[config.mk]
export PLATFORM = sky130hd
export DESIGN_NAME = bmp_blitter_flat
export DESIGN_NICKNAME = d
export VERILOG_FILES = /design/src/rtl/bmp_blitter_if.sv /design/src/rtl/bmp_blitter.sv /design/src/flat_wrapper.sv
export SDC_FILE = /design/constraint.sdc
export NUM_CORES = 1
export LEC_CHECK = 0
export CORE_UTILIZATION = 55
export CTS_BUF_LIST = sky130_fd_sc_hd__clkbuf_16
export CTS_CLUSTER_SIZE = 40
export DETAILED_ROUTE_END_ITERATION = 10
export PLACE_DENSITY = 0.88
export SETUP_SLACK_MARGIN = 0.05
export SLEW_MARGIN = 30
export SYNTH_ARGS = -nofsm -noshare
export SYNTH_HDL_FRONTEND = slang
export SYNTH_SLANG_ARGS = --single-unit
[constraint.sdc]
create_clock -name clk -period 7.3 [get_ports clk]
set_input_delay 1.46 -clock clk [delete_from_list [all_inputs] [get_ports clk]]
set_output_delay 1.46 -clock clk [all_outputs]
set_load 0.05 [all_outputs]
[src/rtl/bmp_blitter_if.sv]
// Command, ROM and videoMem signals of the bitmap blitter.
// slave = blitter side, master = controller / memory side.
interface bmp_blitter_if #(
    parameter int SCR_W  = 640,
    parameter int SCR_H  = 480,
    parameter int PIX_W  = 9,
    parameter int N_IMG  = 4,
    parameter int IMG_AW = 16,
    parameter int FNT_AW = 14
);
    localparam int WA = $clog2(SCR_W * SCR_H);
    localparam int IW = (N_IMG > 1) ? $clog2(N_IMG) : 1;

    logic                   start;
    logic [1:0]             mode;
    logic [IW-1:0]          img_idx;
    logic [5:0]             glyph_idx;
    logic [9:0]             xloc;
    logic [8:0]             yloc;
    logic [PIX_W-1:0]       fill_color;
    logic                   busy;
    logic                   done;
    logic [IMG_AW-1:0]      img_addr;
    logic [N_IMG*PIX_W-1:0] img_data;
    logic [FNT_AW-1:0]      fnt_addr;
    logic [PIX_W-1:0]       fnt_data;
    logic [WA-1:0]          waddr;
    logic [PIX_W-1:0]       wdata;
    logic                   we;

    modport slave (
        input  start, mode, img_idx, glyph_idx, xloc, yloc,
        input  fill_color, img_data, fnt_data,
        output busy, done, img_addr, fnt_addr, waddr, wdata, we
    );

    modport master (
        output start, mode, img_idx, glyph_idx, xloc, yloc,
        output fill_color, img_data, fnt_data,
        input  busy, done, img_addr, fnt_addr, waddr, wdata, we
    );
endinterface

[src/rtl/bmp_blitter.sv]
// Pixel blitter: image ROMs / font glyphs into videoMem, one pixel per clock.
// Define BLIT_FILL_EN to enable mode 11 (fill the image footprint).
module bmp_blitter #(
    parameter int SCR_W     = 640,
    parameter int SCR_H     = 480,
    parameter int PIX_W     = 9,
    parameter int N_IMG     = 4,
    parameter int IMG_AW    = 16,
    parameter int FNT_AW    = 14,
    parameter int FNT_W     = 13,
    parameter int FNT_H     = 16,
    parameter int FNT_PITCH = 544,
    parameter logic [PIX_W-1:0] TRANSP = 9'h088
) (
    input logic          clk,
    input logic          rst_n,
    bmp_blitter_if.slave bus
);
    localparam int WA = $clog2(SCR_W * SCR_H);
    localparam int IW = (N_IMG > 1) ? $clog2(N_IMG) : 1;
`ifdef BLIT_FILL_EN
    localparam bit FILL_EN = 1'b1;
`else
    localparam bit FILL_EN = 1'b0;
`endif

    typedef enum logic [2:0] {
        S_IDLE, S_HDR_W, S_HDR_H, S_DRAW, S_DONE
    } state_t;

    state_t            state_q, state_d;
    logic [1:0]        mode_q, mode_d;
    logic [IW-1:0]     idx_q, idx_d;
    logic [9:0]        x_q, x_d;
    logic [8:0]        y_q, y_d;
    logic [PIX_W-1:0]  fill_q, fill_d;
    logic [PIX_W-1:0]  w_q, w_d, h_q, h_d;
    logic [PIX_W-1:0]  cx_q, cx_d, cy_q, cy_d;
    logic [FNT_AW-1:0] rb_q, rb_d;
    logic [IMG_AW-1:0] p_q, p_d;
    logic              we_q, we_d, done_q, done_d;
    logic [WA-1:0]     waddr_q, waddr_d;
    logic [PIX_W-1:0]  wdata_q, wdata_d;

    logic [PIX_W-1:0]  img_px, src, pix;
    logic              img_ok, glyph, last_col, hit;
    logic [31:0]       sx, sy;
    logic [FNT_AW-1:0] gbase, nxt, fnt_addr_c;
    logic [IMG_AW-1:0] img_addr_c;

    always_comb begin
        img_px = '0;
        img_ok = 1'b0;
        for (int k = 0; k < N_IMG; k++) begin
            if (idx_q == IW'(k)) begin
                img_px = bus.img_data[k*PIX_W +: PIX_W];
                img_ok = 1'b1;
            end
        end
    end

    assign glyph = (mode_q == 2'b10);
    assign src   = glyph ? bus.fnt_data : img_px;
    assign gbase = FNT_AW'(bus.glyph_idx) * FNT_AW'(FNT_W);

    always_comb begin
        state_d = state_q;
        mode_d  = mode_q;
        idx_d   = idx_q;
        x_d     = x_q;
        y_d     = y_q;
        fill_d  = fill_q;
        w_d     = w_q;
        h_d     = h_q;
        cx_d    = cx_q;
        cy_d    = cy_q;
        rb_d    = rb_q;
        p_d     = p_q;
        we_d    = 1'b0;
        waddr_d = waddr_q;
        wdata_d = wdata_q;
        done_d  = 1'b0;
        sx      = 32'(x_q) + 32'(cx_q);
        sy      = 32'(y_q) + 32'(cy_q);
        last_col   = (cx_q == w_q - 1'b1);
        nxt        = last_col ? rb_q + FNT_AW'(FNT_PITCH)
                              : rb_q + FNT_AW'(cx_q) + 1'b1;
        hit        = 1'b0;
        pix        = '0;
        img_addr_c = '0;
        fnt_addr_c = '0;
        unique case (state_q)
            S_IDLE: begin
                if (bus.start) begin
                    mode_d = bus.mode;
                    idx_d  = bus.img_idx;
                    x_d    = bus.xloc;
                    y_d    = bus.yloc;
                    fill_d = bus.fill_color;
                    cx_d   = '0;
                    cy_d   = '0;
                    p_d    = '0;
                    rb_d   = gbase;
                    unique case (bus.mode)
                        2'b10: begin
                            // glyph geometry is fixed, so skip the header
                            fnt_addr_c = gbase;
                            w_d        = PIX_W'(FNT_W);
                            h_d        = PIX_W'(FNT_H);
                            state_d    = S_DRAW;
                        end
                        2'b11: begin
                            if (FILL_EN) state_d = S_HDR_W;
                            else         done_d  = 1'b1;
                        end
                        default: state_d = S_HDR_W;
                    endcase
                end
            end
            S_HDR_W: begin
                img_addr_c = IMG_AW'(1);
                w_d        = img_px;
                state_d    = S_HDR_H;
            end
            S_HDR_H: begin
                img_addr_c = IMG_AW'(2);
                h_d        = img_px;
                state_d    = (w_q == '0 || img_px == '0) ? S_DONE : S_DRAW;
            end
            S_DRAW: begin
                // fetch the next pixel while the current one is written
                img_addr_c = p_q + IMG_AW'(3);
                fnt_addr_c = nxt;
                unique case (mode_q)
                    2'b01: begin
                        hit = (src != TRANSP);
                        pix = '0;
                    end
                    2'b11: begin
                        hit = 1'b1;
                        pix = fill_q;
                    end
                    default: begin
                        hit = (src != TRANSP);
                        pix = src;
                    end
                endcase
                if (sx < 32'(SCR_W) && sy < 32'(SCR_H)
                    && (glyph || img_ok) && hit) begin
                    we_d    = 1'b1;
                    waddr_d = WA'(sy * 32'(SCR_W) + sx);
                    wdata_d = pix;
                end
                p_d = p_q + 1'b1;
                if (last_col) begin
                    cx_d = '0;
                    cy_d = cy_q + 1'b1;
                    rb_d = rb_q + FNT_AW'(FNT_PITCH);
                    if (cy_q == h_q - 1'b1) state_d = S_DONE;
                end else begin
                    cx_d = cx_q + 1'b1;
                end
            end
            S_DONE: begin
                done_d  = 1'b1;
                state_d = S_IDLE;
            end
            default: state_d = S_IDLE;
        endcase
    end

    always_ff @(posedge clk or negedge rst_n) begin
        if (!rst_n) begin
            state_q <= S_IDLE;
            mode_q  <= '0;
            idx_q   <= '0;
            x_q     <= '0;
            y_q     <= '0;
            fill_q  <= '0;
            w_q     <= '0;
            h_q     <= '0;
            cx_q    <= '0;
            cy_q    <= '0;
            rb_q    <= '0;
            p_q     <= '0;
            we_q    <= 1'b0;
            waddr_q <= '0;
            wdata_q <= '0;
            done_q  <= 1'b0;
        end else begin
            state_q <= state_d;
            mode_q  <= mode_d;
            idx_q   <= idx_d;
            x_q     <= x_d;
            y_q     <= y_d;
            fill_q  <= fill_d;
            w_q     <= w_d;
            h_q     <= h_d;
            cx_q    <= cx_d;
            cy_q    <= cy_d;
            rb_q    <= rb_d;
            p_q     <= p_d;
            we_q    <= we_d;
            waddr_q <= waddr_d;
            wdata_q <= wdata_d;
            done_q  <= done_d;
        end
    end

    assign bus.busy     = (state_q != S_IDLE);
    assign bus.done     = done_q;
    assign bus.we       = we_q;
    assign bus.waddr    = waddr_q;
    assign bus.wdata    = wdata_q;
    assign bus.img_addr = img_addr_c;
    assign bus.fnt_addr = fnt_addr_c;
endmodule
[src/flat_wrapper.sv]
// flat-port wrapper written by rule: the top's interface ports become plain ports
module bmp_blitter_flat 
#(
    parameter int SCR_W     = 640,
    parameter int SCR_H     = 480,
    parameter int PIX_W     = 9,
    parameter int N_IMG     = 4,
    parameter int IMG_AW    = 16,
    parameter int FNT_AW    = 14,
    parameter int FNT_W     = 13,
    parameter int FNT_H     = 16,
    parameter int FNT_PITCH = 544,
    parameter logic [PIX_W-1:0] TRANSP = 9'h088
)
  (clk, rst_n, bus_start, bus_mode, bus_img_idx, bus_glyph_idx, bus_xloc, bus_yloc, bus_fill_color, bus_img_data, bus_fnt_data, bus_busy, bus_done, bus_img_addr, bus_fnt_addr, bus_waddr, bus_wdata, bus_we);
  bmp_blitter_if #(.SCR_W(SCR_W), .SCR_H(SCR_H), .PIX_W(PIX_W), .N_IMG(N_IMG), .IMG_AW(IMG_AW), .FNT_AW(FNT_AW)) bus_i ();
  input logic clk;
  input logic rst_n;
  input wire logic [$bits(bus_i.start)-1:0] bus_start;
  input wire logic [$bits(bus_i.mode)-1:0] bus_mode;
  input wire logic [$bits(bus_i.img_idx)-1:0] bus_img_idx;
  input wire logic [$bits(bus_i.glyph_idx)-1:0] bus_glyph_idx;
  input wire logic [$bits(bus_i.xloc)-1:0] bus_xloc;
  input wire logic [$bits(bus_i.yloc)-1:0] bus_yloc;
  input wire logic [$bits(bus_i.fill_color)-1:0] bus_fill_color;
  input wire logic [$bits(bus_i.img_data)-1:0] bus_img_data;
  input wire logic [$bits(bus_i.fnt_data)-1:0] bus_fnt_data;
  output wire logic [$bits(bus_i.busy)-1:0] bus_busy;
  output wire logic [$bits(bus_i.done)-1:0] bus_done;
  output wire logic [$bits(bus_i.img_addr)-1:0] bus_img_addr;
  output wire logic [$bits(bus_i.fnt_addr)-1:0] bus_fnt_addr;
  output wire logic [$bits(bus_i.waddr)-1:0] bus_waddr;
  output wire logic [$bits(bus_i.wdata)-1:0] bus_wdata;
  output wire logic [$bits(bus_i.we)-1:0] bus_we;
  assign bus_i.start = bus_start;
  assign bus_i.mode = bus_mode;
  assign bus_i.img_idx = bus_img_idx;
  assign bus_i.glyph_idx = bus_glyph_idx;
  assign bus_i.xloc = bus_xloc;
  assign bus_i.yloc = bus_yloc;
  assign bus_i.fill_color = bus_fill_color;
  assign bus_i.img_data = bus_img_data;
  assign bus_i.fnt_data = bus_fnt_data;
  assign bus_busy = bus_i.busy;
  assign bus_done = bus_i.done;
  assign bus_img_addr = bus_i.img_addr;
  assign bus_fnt_addr = bus_i.fnt_addr;
  assign bus_waddr = bus_i.waddr;
  assign bus_wdata = bus_i.wdata;
  assign bus_we = bus_i.we;
  bmp_blitter #(.SCR_W(SCR_W), .SCR_H(SCR_H), .PIX_W(PIX_W), .N_IMG(N_IMG), .IMG_AW(IMG_AW), .FNT_AW(FNT_AW), .FNT_W(FNT_W), .FNT_H(FNT_H), .FNT_PITCH(FNT_PITCH), .TRANSP(TRANSP)) u_core (.clk(clk), .rst_n(rst_n), .bus(bus_i));
endmodule
==> impl_metrics.tcl <==
set metrics [dict create \
    power.switching_mw 2.472 \
    finalHoldViolations 0 \
    maxSlewViolCount 0 \
    r2r_start "u_core.cy_q[0]" \
    worstReg2RegEnd "u_core.bus.waddr[17]" \
    syn-cell-area_um2 9604 \
    path_cells "clkdlybuf4s50_1 -> ha_1 -> inv_1 -> fa_1 -> fa_1 -> inv_1 -> a21oi_1 -> o21bai_1 -> a21o_1 -> a21oi_1 -> xnor2_1 -> nand2_1 -> o211ai_1 -> clkdlybuf4s50_1" \
    fin_cells 1461 \
    insertion_delay_ps 420 \
    whs_ps 479.5 \
    antenna_found_initial 0 \
    grt_pass1_vias 8463 \
    portBuffers 146 \
    nNetsFinal 1393 \
    setup.worst_path.start "bus_glyph_idx[1]" \
    drc_errors 0 \
    cp_slowest_stage_delay_ps 830 \
    regArea_um2 3278 \
    yosys_warnings 0 \
    min_period_ps 6532 \
    grt_max_degree 69 \
    grt_usage 0.2807 \
    wl_per_cell_um 16.65 \
    r2r_cells 17 \
    rsz0062_at_grt "false" \
    power_frac_seq 0.255 \
    cp_slowest_cell "clkdlybuf4s50_1" \
    vias 8634 \
    drive_gt1_frac 0.07252 \
    routed_via_density 5.910 \
    cts_tree "done" \
    syn_nets 1268 \
    ys_types 62 \
    p_int_mw 2.818 \
    yosysSeqAreaShare 0.3413 \
    sw_frac_of_total 0.4673 \
    cp-endpoint "bus_fnt_addr[9]" \
    cts_sinks 131 \
    synth.avg_cell_area_um2 8.692 \
    tightest_slew_ps 896.6 \
    synth_edf_count 0 \
    worstPathRequired_ps 5840 \
    netlist.area_leader.share 0.3413 \
    dp_hpwl_mm 17.35 \
    io_pins 147 \
    p_comb_frac 0.584 \
    gr-total-overflow 0 \
    area_growth_pct 22.51 \
    rows 47 \
    layout_common_cells "nand2_1 (181), clkdlybuf4s50_1 (145), dfrtp_1 (131)" \
    setup_tns_ps 0 \
    pwr-share-clk 0.161 \
    coreArea_um2 16820 \
    path_max_fanout 4 \
    synth_top_cell_by_area "dfrtp_1" \
    postLayoutCoreUtil 0.6996 \
    cp-end-kind "output pin" \
    hold_start "u_core.y_q[8]" \
    wirelength_mm 24.33 \
    die_y_um 134.1 \
    maxCapViolations 0 \
    synth_top_flop_cell "dfrtp_1" \
    period_share 0.8949 \
    status "complete, no violations" \
    grt_pass1_wl_mm 40.08 \
    floorplan.initialDensity 0.5710 \
    startpoint_type "input pin" \
    fin_total_pwr_mw 5.291 \
    finClkSkew_ps 11.36 \
    synth-seq-cells 131 \
    dp.cells 1431 \
    post_cts_buffers 0 \
    r2r_setup_slack_ps 2700 \
    initialDrtViolationCount 597 \
    die_width_um 134.1 \
    setup_viol_count_final 0 \
    cts_inserted_buffers 17 \
    slew-limit-headroom 0.4007 \
    leakage_nw 5.257 \
    cts_buffer_depth 2 \
    cts_hold_buffers 0 \
    die-area_um2 17990 \
    first_pass_iters 5 \
    fmax_mhz 153.1 \
    hp-class "flop to flop" \
    antenna_left 0 \
    multi_input_area_um2 5912 \
    crit_arrival_ps 5070 \
    synth_area_leaders "dfrtp_1 (34%), ha_1 (9.0%), nand2_1 (7.1%)" \
    fill_cells 1330 \
    vdd.ir_drop.worst_uv 322.0 \
    cts.repair.resized 0 \
    gp_congestion 0.8760 \
    mostFrequentLayoutCell "nand2_1" \
    cts.htree.levels 4 \
    clk_pin_slew_ps 60 \
    root_buffer "clkbuf_16" \
    power_density_nw_per_um2 449.7 \
    syn_inst 1105 \
    antenna_cells 0 \
    worstSetupPathType "input pin to output pin" \
    async_reset_ff_frac 1.000 \
]
[flip-flops by register name (all words and copies together), names as in the netlist]
| name | cells |
|---|---|
| u_core.bus.waddr | 19 |
| u_core.p_q | 16 |
| u_core.rb_q | 14 |
| u_core.x_q | 10 |
| u_core.bus.wdata | 9 |
| u_core.cx_q | 9 |
| u_core.cy_q | 9 |
| u_core.fill_q | 9 |
| u_core.h_q | 9 |
| u_core.w_q | 9 |
| u_core.y_q | 9 |
| u_core.state_q | 3 |
| u_core.idx_q | 2 |
| u_core.mode_q | 2 |
| u_core.bus.done | 1 |
| u_core.bus.we | 1 |
[power by group through the flow]
stage | registers [mW] | clock network [mW] | logic [mW]
4_1_cts | 1.34 | 0.856 | 3.08
2_1_floorplan | 1.48 | 0 | 2.13
6_report | 1.35 | 0.849 | 3.09
3_3_place_gp | 1.33 | 0 | 2.95
3_5_place_dp | 1.35 | 0 | 3.04
5_1_grt | 1.39 | 0.888 | 3.38
[worst max-delay path: cells and delay by family]
family / cells / cell delay (ps)
buffers and inverters: 4 / 1440
adder cells (fa/ha/maj): 3 / 1290
AO/OA/AOI/OAI: 5 / 580
XOR/XNOR: 1 / 220
AND/OR/NAND/NOR: 1 / 90
[area by class of cell]
class,instances,share of cell area
clock buffers,17,0.03615
clock inverters,13,0.01244
inverters,57,0.01818
multi-input cells,870,0.5024
flip-flops and latches,131,0.2786
well taps,220,0.02339
repair buffers,153,0.1288
[cell usage after synthesis, drive strengths merged, types with 9 or more instances]
cell      n
a21oi    61
o211ai   14
mux2i    12
dfrtp   131
mux4      9
buf      11
nor2b    11
xnor2    39
nor3     28
o21ai    85
a22o     12
o21a      9
mux2     36
and3     12
o22ai    10
inv      57
nor2     70
nand4    10
o31ai    10
xor2     30
nand2b   12
a21o     14
or3      21
clkbuf   36
ha       69
nand3    26
nand2   181
a211oi    9
[stage by stage]
step	cell area [um^2]	setup slack, ps
floorplan	9604	1870
finish	11770	767.5
detailed placement	11190	758.7
CTS	11760	754.4
global route	11770	470.3
global placement	11180	833.2
[per-layer routing]
layer | track usage | routed length (um)
met1 | 0.3552 | 10520
met5 | 0 | 0
met4 | 0.1067 | 533
met2 | 0.4744 | 11730
met3 | 0.05556 | 1545
[cell families (layout without fill, tap and decap cells)]
logic type | count (synthesis) | after routing | synth area share
xor gates and xnor gates | 70 | 70 | 0.06527
DFF | 131 | 131 | 0.3413
adders and majority gates | 77 | 77 | 0.1066
and+or+nand+nor | 408 | 408 | 0.1975
AOI/OAI and AO/OA | 258 | 258 | 0.1665
buffers and inverters | 104 | 240 | 0.04468
muxes | 57 | 57 | 0.07817
[worst min-delay path by stage]
stage	to	slack, ps	cells after the start
6_report	u_core.y_q[8]	480	2
3_5_place_dp	u_core.fill_q[8]	460	2
4_1_cts	u_core.fill_q[7]	480	2
3_3_place_gp	u_core.fill_q[7]	450	2
5_1_grt	u_core.x_q[2]	490	2
2_1_floorplan	u_core.fill_q[0]	440	2
Power figures use the tool's default switching activity.
